===== src/rtl/control_sequencer.sv =====
// control_sequencer: Moore FSM driving fetch/execute datapath controls.
module control_sequencer (
  input  logic        clk,
  input  logic        reset,
  input  logic        stop,
  input  logic [31:0] IR_Data,
  output logic        run,
  output logic        PC_enable,
  output logic        PC_increment_enable,
  output logic        IR_enable,
  output logic        Y_enable,
  output logic        Z_enable,
  output logic        MAR_enable,
  output logic        MDR_enable,
  output logic        r_enable,
  output logic        con_enable,
  output logic        manual_R15_enable,
  output logic        read,
  output logic        write,
  output logic        Gra,
  output logic        Grb,
  output logic        BAout,
  output logic        PC_select,
  output logic        Z_LO_select,
  output logic        MDR_select,
  output logic        c_select,
  output logic        r_select,
  output logic [4:0]  alu_instruction
);
  typedef enum logic [2:0] {IDLE, FETCH0, FETCH1, FETCH2, EX_T3, EX_T4, EX_T5, HALTED} state_t;
  localparam logic [4:0] LDI = 5'b01001, ADDI = 5'b01100, JR = 5'b10100, JAL = 5'b10101, HALT = 5'b11011;
  state_t state_q, state_d;
  logic [4:0] op_q, op_d;
  logic t3, t4, t5, ld, ad, ari, jr, jal;
  always_ff @(posedge clk) begin
    if (reset) begin
      state_q <= IDLE;
      op_q <= '0;
    end else begin
      state_q <= state_d;
      op_q <= op_d;
    end
  end
  // Opcode is captured on the edge entering EX_T3 so execute outputs stay pure Moore.
  assign op_d = (state_q == FETCH2) ? IR_Data[31:27] : op_q;
  always_comb begin
    state_d = state_q;
    case (state_q)
      IDLE:    state_d = FETCH0;
      FETCH0:  state_d = stop ? HALTED : FETCH1;
      FETCH1:  state_d = FETCH2;
      FETCH2:  state_d = EX_T3;
      EX_T3:   state_d = (ari || jal) ? EX_T4 : (op_q == HALT) ? HALTED : FETCH0;
      EX_T4:   state_d = ari ? EX_T5 : FETCH0;
      EX_T5:   state_d = FETCH0;
      default: state_d = HALTED;
    endcase
  end
  assign t3  = state_q == EX_T3;
  assign t4  = state_q == EX_T4;
  assign t5  = state_q == EX_T5;
  assign ld  = op_q == LDI;
  assign ad  = op_q == ADDI;
  assign ari = ld || ad;
  assign jr  = op_q == JR;
  assign jal = op_q == JAL;
  assign run                 = !(state_q == IDLE || state_q == HALTED);
  assign MAR_enable          = state_q == FETCH0;
  assign PC_select           = state_q == FETCH0 || (t3 && jal);
  assign PC_increment_enable = state_q == FETCH1;
  assign read                = state_q == FETCH1;
  assign MDR_enable          = state_q == FETCH1;
  assign MDR_select          = state_q == FETCH2;
  assign IR_enable           = state_q == FETCH2;
  assign Grb                 = t3 && ari;
  assign BAout               = t3 && ld;
  assign Y_enable            = t3 && ari;
  assign manual_R15_enable   = t3 && jal;
  assign r_select            = (t3 && (ad || jr)) || (t4 && jal);
  assign PC_enable           = (t3 && jr) || (t4 && jal);
  assign Gra                 = (t3 && jr) || (t4 && jal) || (t5 && ari);
  assign c_select            = t4 && ari;
  assign Z_enable            = t4 && ari;
  assign alu_instruction     = (t4 && ari) ? 5'b00001 : 5'b00000;
  assign Z_LO_select         = t5 && ari;
  assign r_enable            = t5 && ari;
  assign write               = 1'b0;
  assign con_enable          = 1'b0;
endmodule


===== config.mk =====
export PLATFORM = sky130hd
export DESIGN_NAME = control_sequencer
export DESIGN_NICKNAME = d
export VERILOG_FILES = /design/src/rtl/control_sequencer.sv
export SDC_FILE = /design/constraint.sdc
export NUM_CORES = 1
export LEC_CHECK = 0
export CAP_MARGIN = 20
export CORE_ASPECT_RATIO = 1.25
export CORE_MARGIN = 2
export CORE_UTILIZATION = 31
export CTS_CLUSTER_DIAMETER = 60
export DETAILED_ROUTE_END_ITERATION = 16
export PLACE_DENSITY = 0.86
export SYNTH_ARGS = -nofsm -noshare
export SYNTH_HDL_FRONTEND = slang
export SYNTH_SLANG_ARGS = --single-unit

===== constraint.sdc =====
create_clock -name clk -period 1.87 [get_ports clk]
set_clock_uncertainty 0.1 [all_clocks]
set_input_delay 0.4675 -clock clk [delete_from_list [all_inputs] [get_ports clk]]
set_output_delay 0.4675 -clock clk [all_outputs]
set_load 0.005 [all_outputs]

==> flow_summary.yaml, run 1 <==
outcome:
  status: "complete, but fails checks"
  violations: "negative setup slack"
pwr:
  ir_drop_mv: 0.426
  leakage_nw: 0.669
  p_per_area_nw_per_um2: 455
layout:
  stdcell_count: 173
  drive_above_1_share: 0.549
  final_area_um2: 1310
  antennaDiodeCount: 0
  utilization: 0.601
  syn2layout_area_growth_pct: 84.5
  nets: 179
cts:
  cts.clk_slew.worst_paths_ns: 0.05
  numCtsBuffers: 3
  ctsHoldBuffers: 0
  clk_latency_ns: 0.25
  cts_tree: "done"
  clock_path_buffers: 2
  htree_levels: 1
  cts.root.buffer_cell: "clkbuf_4"
  clock-sinks: 8
synthesis:
  synth_area_um2: 712
  async_flop_share: 0
  yosysWarnings: 0
  synth_area_leaders: "dfxtp_1 22%, buf_4 15%, mux2i_1 7.0%, nor2_1 5.3%, and4bb_1 3.5%"
  synth_top_area_share: 0.225
  synth_common_cells: "14 x buf_4, 10 x nor2_1, 8 x dfxtp_1"
  synth_area_per_cell_um2: 8.00
  synth_most_common_cell: "buf_4"
  ys_ff_latch: 8
  synth_flop_cell: "dfxtp_1"
  synth_largest_area_cell: "dfxtp_1"
  synth-edff-count: 0
  ys_types: 36
  syn_inst: 89
  yosysSeqAreaShare: 0.225
worst_setup_path:
  ff2ff_setup_slack_ns: 0.33
  worstSetupPathType: "reg -> out"
  critPathLaunchType: "flop"
  cp-end-kind: "primary output"
  required_ns: 1.30
  ff2ff_path_depth: 7
  r2r-end: "state_q[2]$_SDFF_PP0_"
  r2r_start: "op_q[0]$_SDFFE_PP0P_"
  crit_fanout: 3
  cp.arrival_ns: 1.49
worst_hold_path:
  min_to: "op_q[3]$_SDFFE_PP0P_"
  hold_class: "reg -> reg"
  worst_hold_path.num_cells: 3
  min-delay-start: "op_q[3]$_SDFFE_PP0P_"
detailed_routing:
  drtIter0Drc: 9
  wl_um: 2190
  drtPass1Iterations: 4
  met1_length_um: 824
  wl_met3_um: 73
  drc_errors: 0
  ant_nets: 0
  wl_met2_um: 1200
  avgRoutedWirePerCell_um: 12.6
  highest_layer: "met4"
  via_count: 797
  vias_per_cell: 4.61
global_route:
  first_global_vias: 845
  grt_pass1_wl_um: 3490
  grt_usage: 0.181
  grt_start_max_net_pins: 8
  overflow: 0
  antenna_found_initial: 0
place:
  hpwl_um: 1630
  portBuffers: 27
  dpl_cell_area_um2: 1130
  dp_cells: 162
  place.gp.congestion: 0.832
sta:
  hold_ws_ns: 0.537
  finalSetupViolCount: 12
  layout_min_cycle_time_ns: 2.05
  finalCritPeriodShare: 1.10
  drv_slew: 0
  max_freq_ghz: 0.487
  worst_slack_ns: -0.184
  hold_violations: 0
  rsz0062_at_grt: "true"
die:
  initial_core_util: 0.326
  io_pins: 61
  die_area_um2: 2700
  coreArea_um2: 2190
  rows: 19
  die_h_um: 57.6
  die_w_um: 46.9
job:
  drv_cap: 0
## metrics by stage
stage	power (mW)	setup slack, ns	TNS [ns]
after floorplan	0.316	0.141	0
after detailed placement	0.428	-0.348	-3.86
after CTS	0.601	-0.218	-0.940
final	0.598	-0.184	-1.06
after global routing	0.638	-0.238	-1.93
after global placement	0.418	-0.270	-2.54
## final cells by class
class / count / area, um^2
Tap cell: 31 / 38.8
Fill cell: 203 / 873
Multi-Input combinational cell: 64 / 547
Sequential cell: 8 / 178
Clock buffer: 3 / 22.5
Timing Repair Buffer: 63 / 513
Inverter: 4 / 15.0
## what timing repair did
item	in CTS	in global routing
resized for setup	93	4
buffers inserted	8	1
setup endpoints to repair	20	16
pin swaps	13	3
## state kept, by name, indices dropped and copies added (netlist names)
register  count
op_q          5
state_q       3
## cells in the final DEF, fill, tap and decap left out, types with 3 or more instances in the layout
| cell type | instances |
|---|---|
| nor2_1 | 8 |
| buf_6 | 5 |
| dfxtp_2 | 5 |
| buf_4 | 30 |
| mux2i_1 | 5 |
| conb_1 | 6 |
| clkdlybuf4s50_1 | 7 |
| inv_1 | 4 |
| nand4_1 | 3 |
| dlygate4sd2_1 | 7 |
| nand2_1 | 3 |
| clkbuf_4 | 3 |
| buf_2 | 12 |
| dfxtp_4 | 3 |
## layer usage
layer | vias up | GRT usage
li1 | 397 | -
met1 | 365 | 0.195
met2 | 25 | 0.315
met3 | 10 | 0.0190
met4 | 0 | 0.115
met5 | - | 0
## cell families after synthesis
logic type / Yosys count / synth area share
buf+inv: 22 / 0.195
compound gates: 10 / 0.109
flops: 8 / 0.225
xor+xnor: 3 / 0.0475
mux: 5 / 0.0703
simple gates: 40 / 0.348
other cells: 1 / 0.00527
## how the worst max path moves through the flow
stage                                      from        to
after floorplan            op_q[0]$_SDFFE_PP0P_  r_enable
after global placement     op_q[0]$_SDFFE_PP0P_  r_select
after detailed placement   op_q[0]$_SDFFE_PP0P_  Y_enable
after CTS                 state_q[0]$_SDFF_PP0_  r_select
after global routing      state_q[0]$_SDFF_PP0_  r_select
final                     state_q[0]$_SDFF_PP0_  r_select
## report_power, final
group,internal (mW),total (mW),switching [mW]
Clock,0.0730,0.125,0.0521
Combinational,0.158,0.269,0.111
Sequential,0.184,0.203,0.0190
Total,0.415,0.598,0.182
## worst max-delay path, cell delays in order, from the launching register on
cell and delay, ns:
dfxtp_4 0.36, buf_12 0.13, xnor2_4 0.15, a32oi_1 0.13, nor4b_1 0.30, buf_2 0.17
(Power assumes the default switching activity.)
==> run 2, diff against run 1 <==
==> constraint.sdc (replaced) <==
create_clock -name clk -period 1.87 [get_ports clk]
set_clock_uncertainty 0.1 [all_clocks]
set_input_delay 0.187 -clock clk [delete_from_list [all_inputs] [get_ports clk]]
set_output_delay 0.187 -clock clk [all_outputs]
set_load 0.005 [all_outputs]
==> run 2 against run 1 <==
Against the previous run: the flow now finishes without violations; fmax increased by 10%; clock power increased by 9%; combinational power decreased by 21%; register-to-register slack improved by 0.10 ns; final cell count decreased by 10%; die area unchanged; wire length decreased by 11%; core utilization decreased by 6.1 points; largest cell class unchanged; highest routed layer unchanged.
==> flow_summary.yaml, run 2 (synthesis results as in run 1) <==
outcome:
  status: "completed"
sta:
  finalSetupTns_ns: 0
  drv_slew: 0
  finalCritPeriodShare: 0.994
  finalSetupViolCount: 0
  hold_violations: 0
  worst_slack_ns: 0.0109
  layout_min_cycle_time_ns: 1.86
  max_freq_ghz: 0.538
  hold_ws_ns: 0.423
worst_hold_path:
  hold_class: "in -> reg"
  worst_hold_path.num_cells: 3
  min_to: "op_q[3]$_SDFFE_PP0P_"
  min-delay-start: "IR_Data[30]"
worst_setup_path:
  cp.arrival_ns: 1.57
  critPathLaunchType: "flop"
  ff2ff_setup_slack_ns: 0.43
  r2r-end: "state_q[0]$_SDFF_PP0_"
  cp_slowest_cell: "dfxtp_4"
  crit_fanout: 4
  cp_cell_sequence: "xor2_4 > buf_4 > nand4_1 > a21oi_1 > dlygate4sd2_1"
  critPathMaxStageDelay_ns: 0.42
  cp-end-kind: "primary output"
  required_ns: 1.58
  ff2ff_path_depth: 5
  worstSetupPathType: "reg -> out"
  r2r_start: "op_q[0]$_SDFFE_PP0P_"
layout:
  reg_top3: "op_q (5), state_q (3)"
  largest_register: "op_q"
  final_area_um2: 1180
  largest_register_ffs: 5
  nets: 161
  final_cell_mix: "17 x buf_4, 11 x dlygate4sd2_1, 9 x clkdlybuf4s50_1"
  syn2layout_area_growth_pct: 65.9
  stdcell_count: 155
  final_common_cell: "buf_4"
  antennaDiodeCount: 0
  utilization: 0.540
  drive_above_1_share: 0.339
detailed_routing:
  ant_nets: 0
  drtPass1Iterations: 4
  wl_um: 1950
  drc_errors: 0
  avgRoutedWirePerCell_um: 12.6
  vias_per_cell: 4.78
  drtIter0Drc: 15
  via_count: 741
global_route:
  antenna_found_initial: 0
  overflow: 0
  grt_pass1_wl_um: 2640
  first_global_vias: 587
  grt_start_max_net_pins: 12
  grt_usage: 0.141
place:
  dpl_cell_area_um2: 1010
  hpwl_um: 1380
  post-place-ws_ns: -0.0509
  dp_cells: 147
  place.gp.congestion: 0.905
  portBuffers: 27
cts:
  clk_latency_ns: 0.26
  cts_tree: "done"
  clock_path_buffers: 2
  htree_levels: 1
  clock-sinks: 8
  numCtsBuffers: 3
  ctsHoldBuffers: 0
  cts.root.buffer_cell: "clkbuf_4"
  cts.clk_slew.worst_paths_ns: 0.05
die:
  die_w_um: 46.9
  rows: 19
  coreArea_um2: 2190
  initial_core_util: 0.326
  die_area_um2: 2700
  die_h_um: 57.6
  io_pins: 61
pwr:
  leakage_nw: 0.643
  power_mw: 0.555
  ir_drop_mv: 0.251
  p_per_area_nw_per_um2: 470
job:
  drv_cap: 0
## run 2: how the worst max path moves through the flow
stage / startpoint / endpoint / slack [ns] / depth (start not counted)
final: op_q[0]$_SDFFE_PP0P_ / Gra / 0.01 / 5
after global routing: op_q[0]$_SDFFE_PP0P_ / Gra / -0.06 / 5
after CTS: op_q[4]$_SDFFE_PP0P_ / PC_enable / 0.0005 / 3
after detailed placement: op_q[0]$_SDFFE_PP0P_ / Z_LO_select / -0.05 / 4
after global placement: op_q[0]$_SDFFE_PP0P_ / r_select / -0.02 / 4
after floorplan: op_q[0]$_SDFFE_PP0P_ / r_enable / 0.42 / 4
## run 2: cell type report
type / instances / area, um^2
sequential: 8 / 185
inverter: 4 / 15.0
tap: 31 / 38.8
timing repair buffer: 45 / 417
fill: 192 / 1010
multi-input combinational: 64 / 503
clock buffer: 3 / 22.5
## run 2: metal layers
metal	wire length, um	up-vias	global-route usage
met5	0	-	0
met4	60	0	0.107
met3	86	5	0.0190
met2	1030	28	0.231
met1	770	344	0.155
li1	-	364	-
## run 2: power breakdown
part,total (mW),internal (mW),switching (mW),leakage [nW]
combinational,0.212,0.125,0.0869,0.559
clock,0.136,0.0736,0.0621,0.0138
sequential,0.207,0.182,0.0256,0.0705
## run 2: worst max-delay path, delay by kind of cell (launching register included)
family | cells | cell delay [ns]
flops | 1 | 0.42
buf+inv | 2 | 0.40
xor+xnor | 1 | 0.21
compound gates | 1 | 0.17
simple gates | 1 | 0.11
## run 2: repair_timing
item | in CTS | in global routing
endpoints found under the setup margin | 18 | 11
pin swaps | 6 | 4
endpoints found under the hold margin | 0 | 0
gates resized for setup | 33 | 14
setup buffers | 3 | 3
==> run 3, diff against run 2 <==
--- a/config.mk
+++ b/config.mk
@@ -7,10 +7,12 @@
 export LEC_CHECK = 0
 export CAP_MARGIN = 20
+export CELL_PAD_IN_SITES_DETAIL_PLACEMENT = 1
+export CELL_PAD_IN_SITES_GLOBAL_PLACEMENT = 1
 export CORE_ASPECT_RATIO = 1.25
 export CORE_MARGIN = 2
-export CORE_UTILIZATION = 31
+export CORE_UTILIZATION = 20
 export CTS_CLUSTER_DIAMETER = 60
 export DETAILED_ROUTE_END_ITERATION = 16
-export PLACE_DENSITY = 0.86
+export PLACE_DENSITY = 0.85
 export SYNTH_ARGS = -nofsm -noshare
 export SYNTH_HDL_FRONTEND = slang
==> constraint.sdc (replaced) <==
create_clock -name clk -period 1.87 [get_ports clk]
set_clock_uncertainty 0.1 [all_clocks]
set_input_delay 0.561 -clock clk [delete_from_list [all_inputs] [get_ports clk]]
set_output_delay 0.561 -clock clk [all_outputs]
set_load 0.005 [all_outputs]
==> run 3 against run 2 <==
Against the previous run: largest cell class unchanged; non-clock buffer count rose by 23; flip-flop and latch count did not move; the flow now finishes with violations (negative setup slack); critical endpoint is now PC_select; critical path depth unchanged; clock power up 57%; sequential power hardly changed; final cell count is 20% higher; via count increased by 14%; power is 30% higher; sequential share of layout area decreased by 3.1 points; final area increased by 19%; core utilization fell by 13 points.
==> flow_summary.yaml, run 3 (synthesis results as in run 1) <==
sta:
  finalSetupViolCount: 17
  hold_ws_ns: 0.514
  finalCritPeriodShare: 1.12
  finalSetupTns_ns: -2.01
  rsz0062_at_grt: "true"
  layout_min_cycle_time_ns: 2.10
  hold_violations: 0
  worst_slack_ns: -0.232
  drv_slew: 0
  max_freq_ghz: 0.476
worst_setup_path:
  cp-end-kind: "primary output"
  cp_cell_sequence: "buf_6 > and4bb_1 > and2_4 > or2_1 > buf_2"
  ff2ff_path_depth: 8
  ff2ff_setup_slack_ns: 0.25
  cp.arrival_ns: 1.44
  cp_slowest_cell: "dfxtp_4"
  cp.buffers_inverters: 2
  critPathLaunchType: "flop"
  worstSetupPathType: "reg -> out"
  critPathMaxStageDelay_ns: 0.39
  r2r_start: "state_q[0]$_SDFF_PP0_"
  crit_fanout: 4
  path_delay_family: "simple AND/OR/NAND/NOR gates"
  required_ns: 1.21
  r2r-end: "state_q[2]$_SDFF_PP0_"
  crit_start: "state_q[0]$_SDFF_PP0_"
die:
  die_area_um2: 4060
  rows: 24
  io_pins: 61
  coreArea_um2: 3450
  die_h_um: 70.7
  initial_core_util: 0.206
  die_w_um: 57.4
pwr:
  leakage_nw: 0.718
  power_mw: 0.719
  p_per_area_nw_per_um2: 511
  ir_drop_mv: 0.331
job:
  drv_cap: 0
cts:
  clock-sinks: 8
  numCtsBuffers: 3
  cts.clk_slew.worst_paths_ns: 0.04
  clk_latency_ns: 0.23
  clock_path_buffers: 2
  cts.root.buffer_cell: "clkbuf_8"
  htree_levels: 1
  cts_tree: "done"
outcome:
  status: "complete, but fails checks"
  violations: "negative setup slack"
global_route:
  first_global_vias: 863
  grt_usage: 0.141
  antenna_found_initial: 0
  overflow: 0
  grt_start_max_net_pins: 9
  grt_pass1_wl_um: 4430
place:
  portBuffers: 27
  place.gp.congestion: 0.833
  hpwl_um: 1880
layout:
  final_cell_mix: "30 x buf_4, 18 x buf_2, 13 x buf_6"
  nets: 184
  drive_above_1_share: 0.646
  largest_register_ffs: 5
  final_common_cell: "buf_4"
  largest_register: "op_q"
  antennaDiodeCount: 0
  syn2layout_area_growth_pct: 97.7
  reg_top3: "op_q (5), state_q (3)"
  nFillCells: 402
detailed_routing:
  drtPass1Iterations: 4
  highest_layer: "met4"
  via_count: 844
  wl_met3_um: 96
  drc_errors: 0
  vias_per_cell: 4.54
  wl_met2_um: 1610
  wl_um: 2850
  avgRoutedWirePerCell_um: 15.3
  ant_nets: 0
  drtIter0Drc: 8
  met1_length_um: 1120
worst_hold_path:
  min-delay-start: "op_q[0]$_SDFFE_PP0P_"
  min_to: "op_q[0]$_SDFFE_PP0P_"
  hold_class: "reg -> reg"
  worst_hold_path.num_cells: 2
==> run 3: what timing repair did <==
item                                    in CTS  in global routing
hold buffers                                 0                  0
endpoints found under the hold margin        0                  0
resized for setup                          120                 18
pin swaps                                   14                  9
endpoints found under the setup margin      20                 19
buffers inserted                            12                  4
==> run 3: per-stage QoR <==
step	std cells	worst slack, ns	utilization	cell area (um^2)
2_1_floorplan	94	0.0480	-	731
5_1_grt	186	-0.291	0.408	1410
3_3_place_gp	169	-0.431	0.327	1130
3_5_place_dp	169	-0.498	0.327	1130
6_report	186	-0.232	0.408	1410
4_1_cts	184	-0.242	0.391	1350
==> run 3: worst max path at each step <==
stage / to / slack [ns] / depth (start not counted)
2_1_floorplan: r_enable / 0.05 / 4
3_3_place_gp: r_select / -0.43 / 4
3_5_place_dp: r_select / -0.50 / 4
4_1_cts: r_select / -0.24 / 5
5_1_grt: Gra / -0.29 / 6
6_report: PC_select / -0.23 / 5
==> run 3: layout make-up <==
cell class / count / area [um^2] / share of cell area
Clock buffer: 3 / 41.3 / 0.0293
Inverter: 4 / 15.0 / 0.0107
Multi-Input combinational cell: 64 / 594 / 0.422
Sequential cell: 8 / 176 / 0.125
Tap cell: 39 / 48.8 / 0.0347
Timing Repair Buffer: 68 / 532 / 0.378
==> run 3: routing by layer <==
layer | vias up | track usage
met4 | 0 | 0.0388
met1 | 412 | 0.169
met5 | - | 0
met2 | 18 | 0.263
met3 | 4 | 0.0128
li1 | 410 | -
==> run 3: power by group <==
part / total, mW / internal [mW] / switching [mW] / leakage [nW]
Combinational: 0.298 / 0.167 / 0.131 / 0.627
Clock: 0.213 / 0.140 / 0.0732 / 0.0216
Sequential: 0.208 / 0.184 / 0.0239 / 0.0693
==> run 3: worst reg2reg max path, delay by kind of cell, from the launching register on <==
family	cells	cell delay, ns
AO/OA/AOI/OAI	2	0.17
buffers and inverters	5	0.60
flip-flops	1	0.39
AND/OR/NAND/NOR	1	0.24
